<file path="src/rtl/instruction_sequencer_pkg.sv">
`default_nettype none
// ============================================================================
// Module  : instruction_sequencer_pkg
// Brief   : Opcodes, branch condition codes and state encoding shared by the
//           instruction sequencer and its bench.
// Revision: 1.0 - initial release
// ============================================================================
package instruction_sequencer_pkg;

    localparam int c_WAIT_LIMIT_DEFAULT = 255;

    localparam logic [3:0] c_OP_ALU0  = 4'h0;
    localparam logic [3:0] c_OP_ALU1  = 4'h1;
    localparam logic [3:0] c_OP_LOAD  = 4'h4;
    localparam logic [3:0] c_OP_STORE = 4'h5;
    localparam logic [3:0] c_OP_BCOND = 4'hC;
    localparam logic [3:0] c_OP_JUMP  = 4'hD;
    localparam logic [3:0] c_OP_HALT  = 4'hF;

    localparam logic [3:0] c_CC_ALWAYS = 4'd0;
    localparam logic [3:0] c_CC_Z      = 4'd1;
    localparam logic [3:0] c_CC_NZ     = 4'd2;
    localparam logic [3:0] c_CC_C      = 4'd3;
    localparam logic [3:0] c_CC_NC     = 4'd4;
    localparam logic [3:0] c_CC_N      = 4'd5;
    localparam logic [3:0] c_CC_NN     = 4'd6;
    localparam logic [3:0] c_CC_V      = 4'd7;

    // Bit positions inside the {N,C,Z,V} flag vector
    localparam int c_FLAG_N = 3;
    localparam int c_FLAG_C = 2;
    localparam int c_FLAG_Z = 1;
    localparam int c_FLAG_V = 0;

    localparam logic [2:0] c_ST_IDLE     = 3'd0;
    localparam logic [2:0] c_ST_FETCH    = 3'd1;
    localparam logic [2:0] c_ST_DECODE   = 3'd2;
    localparam logic [2:0] c_ST_EXECUTE  = 3'd3;
    localparam logic [2:0] c_ST_MEM_WAIT = 3'd4;
    localparam logic [2:0] c_ST_HALT     = 3'd5;

    typedef enum logic [2:0] {
        ST_IDLE     = c_ST_IDLE,
        ST_FETCH    = c_ST_FETCH,
        ST_DECODE   = c_ST_DECODE,
        ST_EXECUTE  = c_ST_EXECUTE,
        ST_MEM_WAIT = c_ST_MEM_WAIT,
        ST_HALT     = c_ST_HALT
    } state_t;

    function automatic logic [15:0] sext8(input logic [7:0] value);
        return {{8{value[7]}}, value};
    endfunction

endpackage
`default_nettype wire

</file>
<file path="src/rtl/instruction_sequencer_branch_condition_eval.sv">
`default_nettype none
// ============================================================================
// Module  : branch_condition_eval
// Brief   : Combinational evaluation of a 4-bit branch condition against ALU flags.
// Revision: 1.0 - initial release
// ============================================================================
module branch_condition_eval
    import instruction_sequencer_pkg::*;
(
    input  logic [3:0] cond,
    input  logic [3:0] flags,
    output logic       taken
);

    always_comb begin
        taken = 1'b0;
        case (cond)
            c_CC_ALWAYS: taken = 1'b1;
            c_CC_Z:      taken =  flags[c_FLAG_Z];
            c_CC_NZ:     taken = ~flags[c_FLAG_Z];
            c_CC_C:      taken =  flags[c_FLAG_C];
            c_CC_NC:     taken = ~flags[c_FLAG_C];
            c_CC_N:      taken =  flags[c_FLAG_N];
            c_CC_NN:     taken = ~flags[c_FLAG_N];
            c_CC_V:      taken =  flags[c_FLAG_V];
            default:     taken = 1'b0;
        endcase
    end

endmodule
`default_nettype wire

</file>
<file path="src/rtl/instruction_sequencer.sv">
`default_nettype none
// ============================================================================
// Module  : instruction_sequencer
// Brief   : Fetch/decode/execute control FSM with memory-wait timeout and halt.
// Revision: 1.0 - initial release
// ============================================================================
module instruction_sequencer
    import instruction_sequencer_pkg::*;
#(
    parameter int WAIT_LIMIT = c_WAIT_LIMIT_DEFAULT
) (
    input  logic        clock,
    input  logic        reset,
    input  logic        run,
    input  logic [15:0] instruction,
    input  logic [15:0] current_pc,
    input  logic [3:0]  flags,
    input  logic [15:0] jump_target,
    input  logic        mem_ready,
    output logic        ir_load,
    output logic        pc_enable,
    output logic        pc_inc_or_set,
    output logic [15:0] pc_new_address,
    output logic        reg_write,
    output logic        mem_read,
    output logic        mem_write,
    output logic        halted,
    output logic        bus_fault,
    output logic [2:0]  state_dbg
);

    localparam int c_CNT_W = (WAIT_LIMIT < 2) ? 1 : $clog2(WAIT_LIMIT + 1);
    localparam logic [c_CNT_W-1:0] c_CNT_LAST = c_CNT_W'(WAIT_LIMIT - 1);

    state_t               r_state;
    logic [15:0]          r_ir;
    logic [c_CNT_W-1:0]   r_waitCnt;
    logic                 r_busFault;

    logic [3:0]  w_opcode;
    logic        w_isLoad;
    logic        w_isStore;
    logic        w_taken;
    logic        w_irLoad;
    logic        w_pcEnable;
    logic        w_pcSet;
    logic [15:0] w_pcNewAddress;
    logic        w_regWrite;
    logic        w_memRead;
    logic        w_memWrite;

    assign w_opcode  = r_ir[15:12];
    assign w_isLoad  = (w_opcode == c_OP_LOAD);
    assign w_isStore = (w_opcode == c_OP_STORE);

    branch_condition_eval u_branch_condition_eval (
        .cond  (r_ir[11:8]),
        .flags (flags),
        .taken (w_taken)
    );

    always_ff @(posedge clock) begin
        if (reset) begin
            r_state    <= ST_IDLE;
            r_ir       <= '0;
            r_waitCnt  <= '0;
            r_busFault <= 1'b0;
        end else begin
            case (r_state)
                ST_IDLE: begin
                    if (run) r_state <= ST_FETCH;
                end
                ST_FETCH: r_state <= ST_DECODE;
                ST_DECODE: begin
                    r_ir    <= instruction;
                    r_state <= ST_EXECUTE;
                end
                ST_EXECUTE: begin
                    if (w_isLoad || w_isStore) begin
                        r_waitCnt <= '0;
                        r_state   <= ST_MEM_WAIT;
                    end else if (w_opcode == c_OP_HALT) begin
                        r_state <= ST_HALT;
                    end else begin
                        r_state <= ST_FETCH;
                    end
                end
                ST_MEM_WAIT: begin
                    // A completion on the final allowed cycle takes priority over the timeout
                    if (mem_ready) begin
                        r_state <= ST_FETCH;
                    end else begin
                        r_waitCnt <= r_waitCnt + 1'b1;
                        if (r_waitCnt == c_CNT_LAST) begin
                            r_busFault <= 1'b1;
                            r_state    <= ST_HALT;
                        end
                    end
                end
                ST_HALT: r_state <= ST_HALT;
                default: r_state <= ST_IDLE;
            endcase
        end
    end

    always_comb begin
        w_irLoad       = 1'b0;
        w_pcEnable     = 1'b0;
        w_pcSet        = 1'b0;
        w_pcNewAddress = 16'h0000;
        w_regWrite     = 1'b0;
        w_memRead      = 1'b0;
        w_memWrite     = 1'b0;
        case (r_state)
            ST_FETCH: w_irLoad = 1'b1;
            ST_EXECUTE: begin
                case (w_opcode)
                    c_OP_ALU0, c_OP_ALU1: begin
                        w_regWrite = 1'b1;
                        w_pcEnable = 1'b1;
                    end
                    c_OP_BCOND: begin
                        w_pcEnable = 1'b1;
                        if (w_taken) begin
                            w_pcSet        = 1'b1;
                            w_pcNewAddress = current_pc + sext8(r_ir[7:0]);
                        end
                    end
                    c_OP_JUMP: begin
                        w_pcEnable     = 1'b1;
                        w_pcSet        = 1'b1;
                        w_pcNewAddress = jump_target;
                    end
                    c_OP_LOAD, c_OP_STORE, c_OP_HALT: ;
                    default: w_pcEnable = 1'b1;
                endcase
            end
            ST_MEM_WAIT: begin
                w_memRead  = w_isLoad;
                w_memWrite = w_isStore;
                if (mem_ready) begin
                    w_regWrite = w_isLoad;
                    w_pcEnable = 1'b1;
                end
            end
            default: ;
        endcase
    end

    // Reset masks every output immediately rather than waiting for the next edge
    assign ir_load        = w_irLoad   & ~reset;
    assign pc_enable      = w_pcEnable & ~reset;
    assign pc_inc_or_set  = w_pcSet    & ~reset;
    assign pc_new_address = reset ? 16'h0000 : w_pcNewAddress;
    assign reg_write      = w_regWrite & ~reset;
    assign mem_read       = w_memRead  & ~reset;
    assign mem_write      = w_memWrite & ~reset;
    assign halted         = (r_state == ST_HALT) & ~reset;
    assign bus_fault      = r_busFault & ~reset;
    assign state_dbg      = reset ? c_ST_IDLE : 3'(r_state);

endmodule
`default_nettype wire

</file>
<file path="config.mk">
export PLATFORM = sky130hd
export DESIGN_NAME = instruction_sequencer
export DESIGN_NICKNAME = d
export VERILOG_FILES = /design/src/rtl/instruction_sequencer_pkg.sv /design/src/rtl/instruction_sequencer_branch_condition_eval.sv /design/src/rtl/instruction_sequencer.sv
export SDC_FILE = /design/constraint.sdc
export NUM_CORES = 1
export LEC_CHECK = 0
export ABC_AREA = 0
export CAP_MARGIN = 20
export CELL_PAD_IN_SITES_DETAIL_PLACEMENT = 1
export CELL_PAD_IN_SITES_GLOBAL_PLACEMENT = 1
export CORE_MARGIN = 2
export CORE_UTILIZATION = 34
export DETAILED_ROUTE_END_ITERATION = 7
export PLACE_DENSITY = 0.92
export SLEW_MARGIN = 20
export SYNTH_ARGS = -nofsm -noshare
export SYNTH_HDL_FRONTEND = slang
export SYNTH_HIERARCHICAL = 1
export SYNTH_SLANG_ARGS = --single-unit
</file>
<file path="constraint.sdc">
create_clock -name clock -period 6.2 [get_ports clock]
set_input_delay 0.93 -clock clock [delete_from_list [all_inputs] [get_ports clock]]
set_output_delay 0.93 -clock clock [all_outputs]
set_load 0.05 [all_outputs]
</file>
**After elaboration in Yosys (flattened, before gate mapping)**

Cells that the tools add are included.

- $add $sub $neg: 2
- Multiply operators: 0
- Div/mod/pow operators: 0
- Order comparisons: 0
- Eq/ne operators: 23
- Shift operators: 0
- Multiplexer cells: 27
- Bitwise gates (word level): 13
- Reductions and logical operators: 10

Operators with widths:

| kind | count |
|---|---|
| $mux 16 | 3 |
| $pmux 16 s2 | 1 |
| $eq 4x3->1 const B | 6 |
| $mux 3 | 6 |
| $pmux 3 s6 | 1 |
| $add 16x16->16 | 1 |
| $mux 8 | 2 |
| $pmux 8 s2 | 1 |
| $eq 4x4->1 const B | 3 |
| $mux 1 | 9 |
| $add 8x1->8 const B | 1 |
| $and 1x1->1 | 8 |
| $eq 4x1->1 const B | 2 |
| $eq 4x2->1 const B | 2 |
| $eq 8x8->1 const B | 1 |
| $logic_not 4->1 | 2 |
| $pmux 1 s8 | 1 |
| $eq 3x2->1 const B | 2 |
| $eq 3x3->1 const B | 2 |
| $ne 2x2->1 const B | 3 |
| $pmux 1 s2 | 3 |
| $reduce_and 3->1 | 2 |
| $not 1->1 | 5 |
| $eq 3x1->1 const B | 1 |
| other kinds (7) | 7 |

- Flip-flop bits (word level): 28
- Latch bits: 0
- RAM bits: 0
- Bits in read-only memories: 0
- Input port bits: 56
- Output and inout port bits: 27
- Word-level logic and storage cells: 79
- Memories: 0

**Longest topological paths before layout**

Gate-level depths: netlist of run 1.

- Depth in word-level cells: 6
- Mapped depth: 9
- Mapped depth without buffers: 9

**Cells and area by module**

The synthesis of run 1 kept the hierarchy.

Modules (own cells, without submodules):

| module | times used | cells an instance | area an instance (um2) | seq. area each (um2) |
|---|---|---|---|---|
| instruction_sequencer | 1 | 306 | 2,225.9 | 560.5 |
| branch_condition_eval | 1 | 10 | 65.1 | 0.0 |

**Worst setup path before layout of run 1**

OpenSTA, ideal clock, no wires.

- Kind: input to output
- From: input port current_pc[0]
- To: output port pc_new_address[12]
- Data arrival time: 2.874 ns
- Data required time: 5.270 ns
- Path slack: 2.396 ns
- Cell stages on the path: 9
- Buffers on the path: 0
- Path through: ha_1 > inv_1 > fa_1 > nand2b_1 > a21oi_1 > o21ai_0 > o21ai_0 > xor2_1 > a22o_1

- Cells in the longest elaborated chain, start to end: 5

RTL lines:

| item | line | source |
|---|---|---|
| start, declared | instruction_sequencer.sv:16 | `input logic [15:0] current_pc,` |
| $add 16x16->16 | instruction_sequencer.sv:126 | `w_pcNewAddress = current_pc + sext8(r_ir[7:0]);` |
| $mux 16 | instruction_sequencer.sv:124 | `if (w_taken) begin` |
| $pmux 16 s2 | instruction_sequencer.sv:117 | `case (w_opcode)` |
| $mux 16 | instruction_sequencer.sv:114 | `case (r_state)` |
| $mux 16 | instruction_sequencer.sv:154 | `assign pc_new_address = reset ? 16'h0000 : w_pcNewAddress;` |
| end, declared | instruction_sequencer.sv:23 | `output logic [15:0] pc_new_address,` |

No other way between the ends.

**Worst setup path after layout of run 1**

Ends and elaborated chain as after synthesis.

==> out/qor.yml, run 1 <==
status: "finished, final reports clean"
fmax_ghz: 0.1983
syn-num-nets: 390
ys_seq_elements: 28
grt_max_degree: 32
clock_path_buffers: 2
design_power_total_uw: 642.1
path_clk_slew_ns: 0.09
r2r_cells: 5
initial_core_util: 0.3567
tns_ns: 0
min_path_type: "register to register"
post_route_cells_drive_above_1_share: 0.03069
cts-htree-levels: 1
startpoint_type: "primary input"
fp.dieH_um: 86.09
multi_input_area_um2: 1647
final_nets: 467
cts_sinks: 28
hold_ws_ns: 0.4708
postLayoutCellArea_um2: 3218
io_pins: 83
slew-limit-headroom: 0.2947
grt-ovfl-total: 0
dr.pass1.iters: 4
area_delta_synth_final_pct: 40.47
synth_edf_count: 0
tightest_slew_ns: 1.054
syn_inst: 316
layout_setup_ws_ns: 1.156
dpl-instance-area_um2: 3177
hp-start: "r_ir[5]"
setup_viol: 0
place_ws_ns: 1.131
clk_latency_ns: 0.27
dieArea_um2: 7411
vias: 2499
required_ns: 5.27
leakage_uw: 0.001220
whs_path_depth: 2
finClkSkew_ns: 0.001954
place_congestion: 0.8186
worstHoldEndpoint: "r_ir[5]"
seq_area_um2: 560.5
wl_per_cell_um: 14.97
cts_tree: "built"
path_delay_family: "buffers and inverters"
path_class: "primary input to primary output"
rsz0062_at_grt: "no"
worstReg2RegStart: "r_ir[14]"
antenna_found_initial: 0
drv_cap: 0
n_antenna_cell: 0
first_iter_violations: 56
rows: 29
worst-path-buf-inv: 3
r2r_slack_ns: 4.18
slowest_stage: "clkdlybuf4s50_1"
wl_um: 7008
grt_pass1_vias: 2567
grt_pass1_wl_um: 11520
r2r_end: "r_waitCnt[7]"
cp_max_fo: 4
vias_per_cell: 5.340
avgSynthCellArea_um2: 7.250
worst_setup_path_end_kind: "primary output"
grt_util_all_layers: 0.1887
drv_slew: 0
yosysWarnings: 6
yosysSeqAreaShare: 0.2447
worstPathCellList: "clkdlybuf4s50_1 -> ha_1 -> inv_1 -> fa_1 -> nand2b_1 -> a21oi_1 -> o21ai_0 -> o21ai_0 -> xor2_1 -> a22o_1 -> clkdlybuf4s50_1"
port-buffer-count: 82
report.final.hold_viol_count: 0
fillCellCount: 813
syn-cell-area_um2: 2291
holdBufCountCts: 0
cts-root-buf: "clkbuf_8"
cp.arrival_ns: 4.11
fp.coreArea_um2: 6422
critical-path-max-stage-delay_ns: 0.80
ant_nets: 0
ys_async_sr_fraction: 0
post-cts-setup-buffer-count: 0
drc: 0
numCtsBuffers: 3
fp.dieW_um: 86.09
min_period_ns: 5.044
synthFlopType: "dfxtp_1"
finalCritPeriodShare: 0.8135
peakVddDrop_v: 0.00009430
ctsResizeCount: 0
power_density_nw_per_um2: 199.5
hpwl_um: 5656
synth_cell_types: 50
power breakdown:
group,internal (uW),switching [uW]
sequential,204,34.4
clock,43.6,53.8
combinational,134,173
total,381,261
final cells by class:
cell class | count | share of cell area
multi-input cells | 266 | 0.5117
clock buffers | 3 | 0.01283
flip-flops and latches | 28 | 0.1742
well taps | 77 | 0.02994
repair buffers | 84 | 0.2597
inverters | 10 | 0.01166
state kept, by name (all words and copies together), names as in the netlist:
name and flops:
r_busFault 1, r_ir 16, r_state 3, r_waitCnt 8
layout by cell type (no fill, tap or decap), types with 2 or more instances in the layout:
cell	count
nor2b_1	4
buf_4	2
or2_2	2
a211oi_1	5
a31oi_1	2
and3_1	2
o21a_1	4
nand2b_1	7
nand2_1	51
nor2_1	41
o21ai_0	16
nor4_1	2
and3b_1	2
nor3_1	5
a22oi_1	2
a21oi_1	35
inv_1	10
nand3_1	8
xor2_1	10
a22o_1	8
clkbuf_8	3
nand4_1	4
a21o_1	3
ha_1	17
xnor2_1	5
or3_1	4
o211ai_1	3
o31ai_1	2
o21bai_1	2
a32oi_1	2
dfxtp_1	28
clkdlybuf4s50_1	82
cells by family (layout without fill, tap and decap cells):
group,Yosys count,in the layout,synth area share
AND/OR/NAND/NOR,141,141,0.2938
AO/OA/AOI/OAI,90,90,0.2567
flip-flops,28,28,0.2447
buffers and inverters,22,97,0.03659
adder cells (fa/ha/maj),18,18,0.1016
XOR/XNOR,15,15,0.05734
multiplexers,2,2,0.009284
cell usage after synthesis (3+ instances only):
cell type,n,area (um^2)
a21oi_1,35,175.2
nor2_1,41,153.9
clkbuf_1,10,37.54
nand2_1,51,191.4
nand2b_1,7,43.79
dfxtp_1,28,560.5
inv_1,10,37.54
a211oi_1,5,37.54
o21a_1,4,30.03
o21ai_0,16,80.08
xnor2_1,5,43.79
nor2b_1,4,25.02
ha_1,17,212.7
or3_1,4,25.02
a22o_1,8,70.07
nand3_1,8,40.04
o211ai_1,3,22.52
nand4_1,4,25.02
nor3_1,5,25.02
a21o_1,3,22.52
xor2_1,10,87.58
per-layer routing:
| metal | GRT usage | vias to the layer above | wire, um |
|---|---|---|---|
| met5 | 0 | - | 0 |
| met4 | 0.03896 | 0 | 47 |
| met3 | 0.02021 | 4 | 242 |
| met2 | 0.3650 | 49 | 3659 |
| met1 | 0.2211 | 1173 | 3058 |
| li1 | - | 1273 | - |
worst max path at each step:
stage	cells after the start	startpoint	to
after floorplan	9	current_pc[0]	pc_new_address[12]
after global placement	11	current_pc[0]	pc_new_address[14]
after detailed placement	11	current_pc[0]	pc_new_address[14]
after CTS	11	current_pc[0]	pc_new_address[14]
after global routing	11	current_pc[0]	pc_new_address[12]
final	11	current_pc[0]	pc_new_address[12]
worst reg2reg max path: stages (launching register included):
cell and delay [ns]:
dfxtp_1 0.41, or3b_4 0.44, o32ai_4 0.40, nand4_4 0.17, or3_1 0.38, a21oi_1 0.15
per-stage QoR:
stage	util	std cells
6_report	0.5011	468
5_1_grt	0.5011	468
4_1_cts	0.5011	468
3_5_place_dp	0.4946	465
3_3_place_gp	0.4946	465
2_1_floorplan	-	316
No activity file was read; power rests on OpenSTA's default activity.
==> run 2, diff against run 1 <==
- CORE_UTILIZATION: 34 -> 28
- PLACE_DENSITY: 0.92 -> 0.82
- clock period: 6.2 -> 4.2 ns (I/O delays scaled with it)
==> run 2 against run 1 <==
  * Sequential power rose by 49%
  * Worst setup slack got worse by 0.83 ns
  * Critical endpoint is now pc_new_address[14]
  * Global-route usage shrank 2.3 points
  * Flip-flop and latch count did not move
  * Hold slack got worse by 0.0030 ns
  * Total power is 50% higher
  * Highest routed layer unchanged
  * Die area grew 20%
  * Critical path depth stayed put
  * Combinational power is 46% higher
  * Non-clock buffer count rose by 2
  * Utilization fell by 7.1 points
==> out/qor.yml, run 2 (synthesis results as in run 1) <==
p_seq_frac: 0.367
final_core_util: 0.4304
finClkSkew_ns: 0.009394
finalCritPeriodShare: 0.9228
holdBufCountCts: 0
crit_top_cell: "o21ai_0"
path_clk_slew_ns: 0.10
required_ns: 3.57
grt-ovfl-total: 0
drc: 0
wl_per_cell_um: 14.70
slew-limit-headroom: 0.5002
vias_per_cell: 5.077
n_antenna_cell: 0
grt_max_degree: 31
largestRegisters: "r_ir: 16 flops, r_waitCnt: 8 flops, r_state: 3 flops"
clk_latency_ns: 0.27
switching_share: 0.3980
regMostFlops: "r_ir"
layout_commonest_cell: "clkdlybuf4s50_1"
path_class: "primary input to primary output"
critical-path-max-stage-delay_ns: 0.46
cp_max_fo: 4
grt_util_all_layers: 0.1660
fp.dieW_um: 94.46
cts-htree-levels: 1
setup_viol: 0
worstPathCellList: "clkdlybuf4s50_1 -> ha_1 -> inv_1 -> fa_1 -> nand2b_1 -> a21oi_1 -> o21ai_0 -> o21ai_0 -> xor2_1 -> a22o_1 -> buf_12"
initial_core_util: 0.2934
hpwl_um: 5976
leakage_uw: 0.001301
vias: 2518
status: "finished, final reports clean"
crit_start: "current_pc[0]"
peakVddDrop_v: 0.0001631
min_path_type: "register to register"
fp.dieH_um: 94.46
fillCellCount: 973
final_cell_mix: "clkdlybuf4s50_1 (64), nand2_1 (51), nor2_1 (40)"
dr.pass1.iters: 4
antenna_found_initial: 0
comb_power_share: 0.463
switchingPower_uw: 384.5
final_nets: 469
ctsResizeCount: 0
cts_sinks: 28
grt_pass1_vias: 2554
p_clk_frac: 0.170
crit_end: "pc_new_address[14]"
r2r_cells: 5
rows: 32
area_delta_synth_final_pct: 46.70
drv_cap: 0
wl_um: 7293
slowest_stage: "clkdlybuf4s50_1"
post-cts-setup-buffer-count: 0
numCtsBuffers: 3
fp.coreArea_um2: 7807
report.final.hold_viol_count: 0
dieArea_um2: 8922
drv_slew: 0
cp.arrival_ns: 3.25
rsz0062_at_grt: "no"
place_congestion: 0.8746
worstReg2RegStart: "r_ir[14]"
first_iter_violations: 62
internal-power_uw: 581.5
tightest_slew_ns: 0.7433
port-buffer-count: 82
cts-root-buf: "clkbuf_8"
r2r_end: "r_waitCnt[5]"
grt_pass1_wl_um: 12100
cts_tree: "built"
min_period_ns: 3.876
ant_nets: 0
largest_register_ffs: 16
tns_ns: 0
hold_ws_ns: 0.4678
io_pins: 83
clock_path_buffers: 2
power_density_nw_per_um2: 287.4
r2r_slack_ns: 2.17
worst_setup_path_end_kind: "primary output"
startpoint_type: "primary input"
fmax_ghz: 0.2580
post_route_cells_drive_above_1_share: 0.08629
==> run 2: final cells by class <==
class,count,area [um^2],share of cell area
multi-input combinational,266,1649,0.4907
timing repair buffer,86,930.9,0.2770
sequential,28,560.5,0.1668
tap,102,127.6,0.03797
clock buffer,4,55.05,0.01638
inverter,10,37.54,0.01117
==> run 2: layer usage <==
metal | vias to the layer above | share of wire | GRT usage
met1 | 1175 | 0.43 | 0.1991
met5 | - | 0 | 0
li1 | 1279 | - | -
met4 | 0 | 0.0033 | 0.03019
met2 | 62 | 0.51 | 0.3149
met3 | 2 | 0.059 | 0.02394
==> run 2: how the worst min path moves through the flow <==
| stage | slack (ns) | end | cells after the start | startpoint |
|---|---|---|---|---|
| 6_report | 0.47 | r_ir[2] | 2 | r_ir[2] |
| 5_1_grt | 0.50 | r_ir[2] | 2 | r_ir[2] |
| 4_1_cts | 0.47 | r_ir[2] | 2 | r_ir[2] |
| 3_5_place_dp | 0.46 | r_ir[2] | 2 | r_ir[2] |
| 3_3_place_gp | 0.45 | r_ir[5] | 2 | r_ir[5] |
| 2_1_floorplan | 0.43 | r_busFault | 2 | r_busFault |
==> run 2: worst max-delay path, delay by kind of cell <==
kind / cells / cell delay [ns]
buffers and inverters: 3 / 0.67
xor gates and xnor gates: 1 / 0.17
AOI/OAI and AO/OA: 4 / 1.01
and+or+nand+nor: 1 / 0.19
adders and majority gates: 2 / 0.56
==> run 2: metrics by stage <==
step           area [um^2]  power, uW  setup slack, ns  instances
2_1_floorplan         2291      662.3           0.9956        316
3_5_place_dp          3303      809.7           0.2715        492
6_report              3361      966.0           0.3243        496
5_1_grt               3361       1054          0.07244        496
3_3_place_gp          3303      793.0           0.4225        492
4_1_cts               3358      979.1           0.2781        496
==> run 2: power groups by stage <==
stage          Combinational (uW)  Clock, uW  Sequential [uW]
6_report                      447        164              355
3_3_place_gp                  436          0              357
5_1_grt                       504        187              363
2_1_floorplan                 333          0              329
3_5_place_dp                  449          0              361
4_1_cts                       451        174              354
==> run 3, diff against run 2 <==
- CORE_UTILIZATION: 28 -> 31
- PLACE_DENSITY: 0.82 -> 0.86
- SYNTH_HIERARCHICAL: 1 -> not set
- clock period: 4.2 -> 4.3 ns (I/O delays scaled with it)
==> run 3 against run 2 <==
  * Global-route usage rose by 1.6 points
  * Hold slack got worse by 0.0012 ns
  * Combinational power fell by 57%
  * Area after synthesis fell by 0.33%
==> out/qor.yml, run 3 <==
crit_start: "current_pc[0]"
drv_cap: 0
power_density_nw_per_um2: 196.5
largest_register_ffs: 16
setup_viol: 0
ant_nets: 0
hpwl_um: 5947
p_clk_frac: 0.254
switching_share: 0.3000
initial_core_util: 0.3182
numCtsBuffers: 3
ctsResizeCount: 0
wl_per_cell_um: 15.00
worstPathCellList: "clkdlybuf4s50_1 -> ha_1 -> inv_1 -> fa_1 -> nor2b_1 -> o21ai_1 -> nand2_1 -> xnor2_1 -> a22oi_1 -> nor2_1 -> clkdlybuf4s50_1"
syn_inst: 312
report.final.hold_viol_count: 0
vias_per_cell: 5.053
finClkSkew_ns: 0.001722
post-cts-setup-buffer-count: 0
clock_path_buffers: 2
slowest_stage: "clkdlybuf4s50_1"
startpoint_type: "primary input"
synth.most_common_cell: "nand2_1"
fp.dieW_um: 89.83
grt_pass1_wl_um: 12310
min_period_ns: 3.964
layout_commonest_cell: "clkdlybuf4s50_1"
cp_max_fo: 3
drc: 0
syn-cell-area_um2: 2283
layout_setup_ws_ns: 0.3361
synth_edf_count: 0
largestRegisters: "r_ir: 16 flops, r_waitCnt: 8 flops, r_state: 3 flops"
synth_largest_area_cell: "dfxtp_1"
path_delay_family: "buffers and inverters"
cp_num_cells: 11
cts_sinks: 28
holdBufCountCts: 0
design_power_total_uw: 643.8
io_pins: 83
first_iter_violations: 39
path_class: "primary input to primary output"
leakage_uw: 0.001215
antenna_found_initial: 0
min_path_type: "register to register"
dieArea_um2: 8069
p_seq_frac: 0.445
drv_slew: 0
port-buffer-count: 82
n_antenna_cell: 0
worstReg2RegStart: "r_state[0]"
syn-num-nets: 386
yosysSeqAreaShare: 0.2455
yosysWarnings: 0
rows: 31
cts-root-buf: "clkbuf_8"
path_clk_slew_ns: 0.09
crit_top_cell: "clkdlybuf4s50_1"
cp.arrival_ns: 3.32
regMostFlops: "r_ir"
ys_top_cells_by_area: "dfxtp_1 (25%), nand2_1 (9.4%), ha_1 (9.3%)"
place_ws_ns: 0.3299
fmax_ghz: 0.2523
clk_latency_ns: 0.28
worst-path-buf-inv: 3
required_ns: 3.65
place_congestion: 0.8222
synthTopCellsByCount: "nand2_1 (57), nor2_1 (35), a21oi_1 (28), dfxtp_1 (28), o21ai_0 (20)"
slew-limit-headroom: 0.5473
grt_util_all_layers: 0.1824
grt_max_degree: 24
comb_power_share: 0.301
r2r_cells: 7
finalCritPeriodShare: 0.9218
fp.coreArea_um2: 7176
avgSynthCellArea_um2: 7.319
vias: 2466
hold_ws_ns: 0.4666
yosysTopAreaCellShare: 0.2455
grt-ovfl-total: 0
cts_tree: "built"
switchingPower_uw: 193.2
fp.dieH_um: 89.83
ys_async_sr_fraction: 0
synthFlopType: "dfxtp_1"
area_delta_synth_final_pct: 43.51
worst_setup_path_end_kind: "primary output"
grt_pass1_vias: 2703
r2r_end: "r_waitCnt[7]"
tns_ns: 0
status: "finished, final reports clean"
final_nets: 464
internal-power_uw: 450.7
r2r_slack_ns: 2.47
post_route_cells_drive_above_1_share: 0.06941
dr.pass1.iters: 4
peakVddDrop_v: 0.0001234
final_cell_mix: "clkdlybuf4s50_1 (73), nand2_1 (57), nor2_1 (34)"
critical-path-max-stage-delay_ns: 0.82
synth_cell_types: 54
wl_um: 7319
crit_end: "pc_new_address[4]"
tightest_slew_ns: 0.6783
cts-htree-levels: 1
ys_seq_elements: 28
rsz0062_at_grt: "no"
run 3: changes by cell type after synthesis, sizes merged, moves of 4 or more:
cell	before	now
nor2	41	36
a22oi	2	9
xnor2	5	12
o21ai	16	23
a21oi	35	30
nand2	51	57
clkbuf	10	6
a22o	8	1
run 3: how the worst min path moves through the flow:
stage | startpoint | to | slack (ns) | cells past startpoint
3_3_place_gp | r_ir[11] | r_ir[11] | 0.45 | 2
3_5_place_dp | r_ir[11] | r_ir[11] | 0.45 | 2
4_1_cts | r_ir[11] | r_ir[11] | 0.47 | 2
5_1_grt | r_ir[2] | r_ir[2] | 0.50 | 2
6_report | r_ir[4] | r_ir[4] | 0.47 | 2
2_1_floorplan | r_busFault | r_busFault | 0.43 | 2
run 3: area by class of cell:
cell class                      count  area [um^2]
Fill cell                         900         3899
Timing Repair Buffer               84        863.3
Multi-Input combinational cell    260         1625
Tap cell                           99        123.9
Inverter                           13        48.80
Clock buffer                        4        55.05
Sequential cell                    28        560.5
run 3: metrics by stage:
stage / std cells / instance area [um^2] / util
3_3_place_gp: 484 / 3219 / 0.4486
4_1_cts: 488 / 3274 / 0.4563
3_5_place_dp: 484 / 3219 / 0.4486
5_1_grt: 488 / 3277 / 0.4567
2_1_floorplan: 312 / 2283 / -
6_report: 488 / 3277 / 0.4567
run 3: power by group through the flow:
stage | registers, uW | logic [uW] | clock network (uW)
final | 286 | 194 | 163
after global routing | 288 | 214 | 176
after CTS | 286 | 196 | 167
after detailed placement | 292 | 195 | 0
after global placement | 292 | 187 | 0
after floorplan | 282 | 119 | 0
run 3: layer usage:
metal / vias up / part of all wire / GRT usage
li1: 1246 / - / -
met1: 1138 / 0.43 / 0.2094
met2: 73 / 0.51 / 0.3523
met3: 9 / 0.050 / 0.02766
met4: 0 / 0.013 / 0.04359
met5: - / 0 / 0
run 3: cell families (layout without fill, tap and decap cells):
family,count (synthesis),in the layout,share of synthesized area
xor+xnor,19,19,0.07288
mux,3,3,0.01315
fa+ha+maj,18,18,0.1019
buf+inv,24,101,0.04384
simple gates,132,132,0.2668
flops,28,28,0.2455
compound gates,88,88,0.2559
run 3: worst register-to-register path, stage by stage, from the launching register on:
cell and delay (ns):
dfxtp_1 0.47, nor2_2 0.19, nand2_1 0.08, or2_4 0.27, o21ai_4 0.11, nand3_2 0.14
or3_1 0.36, a21oi_1 0.14
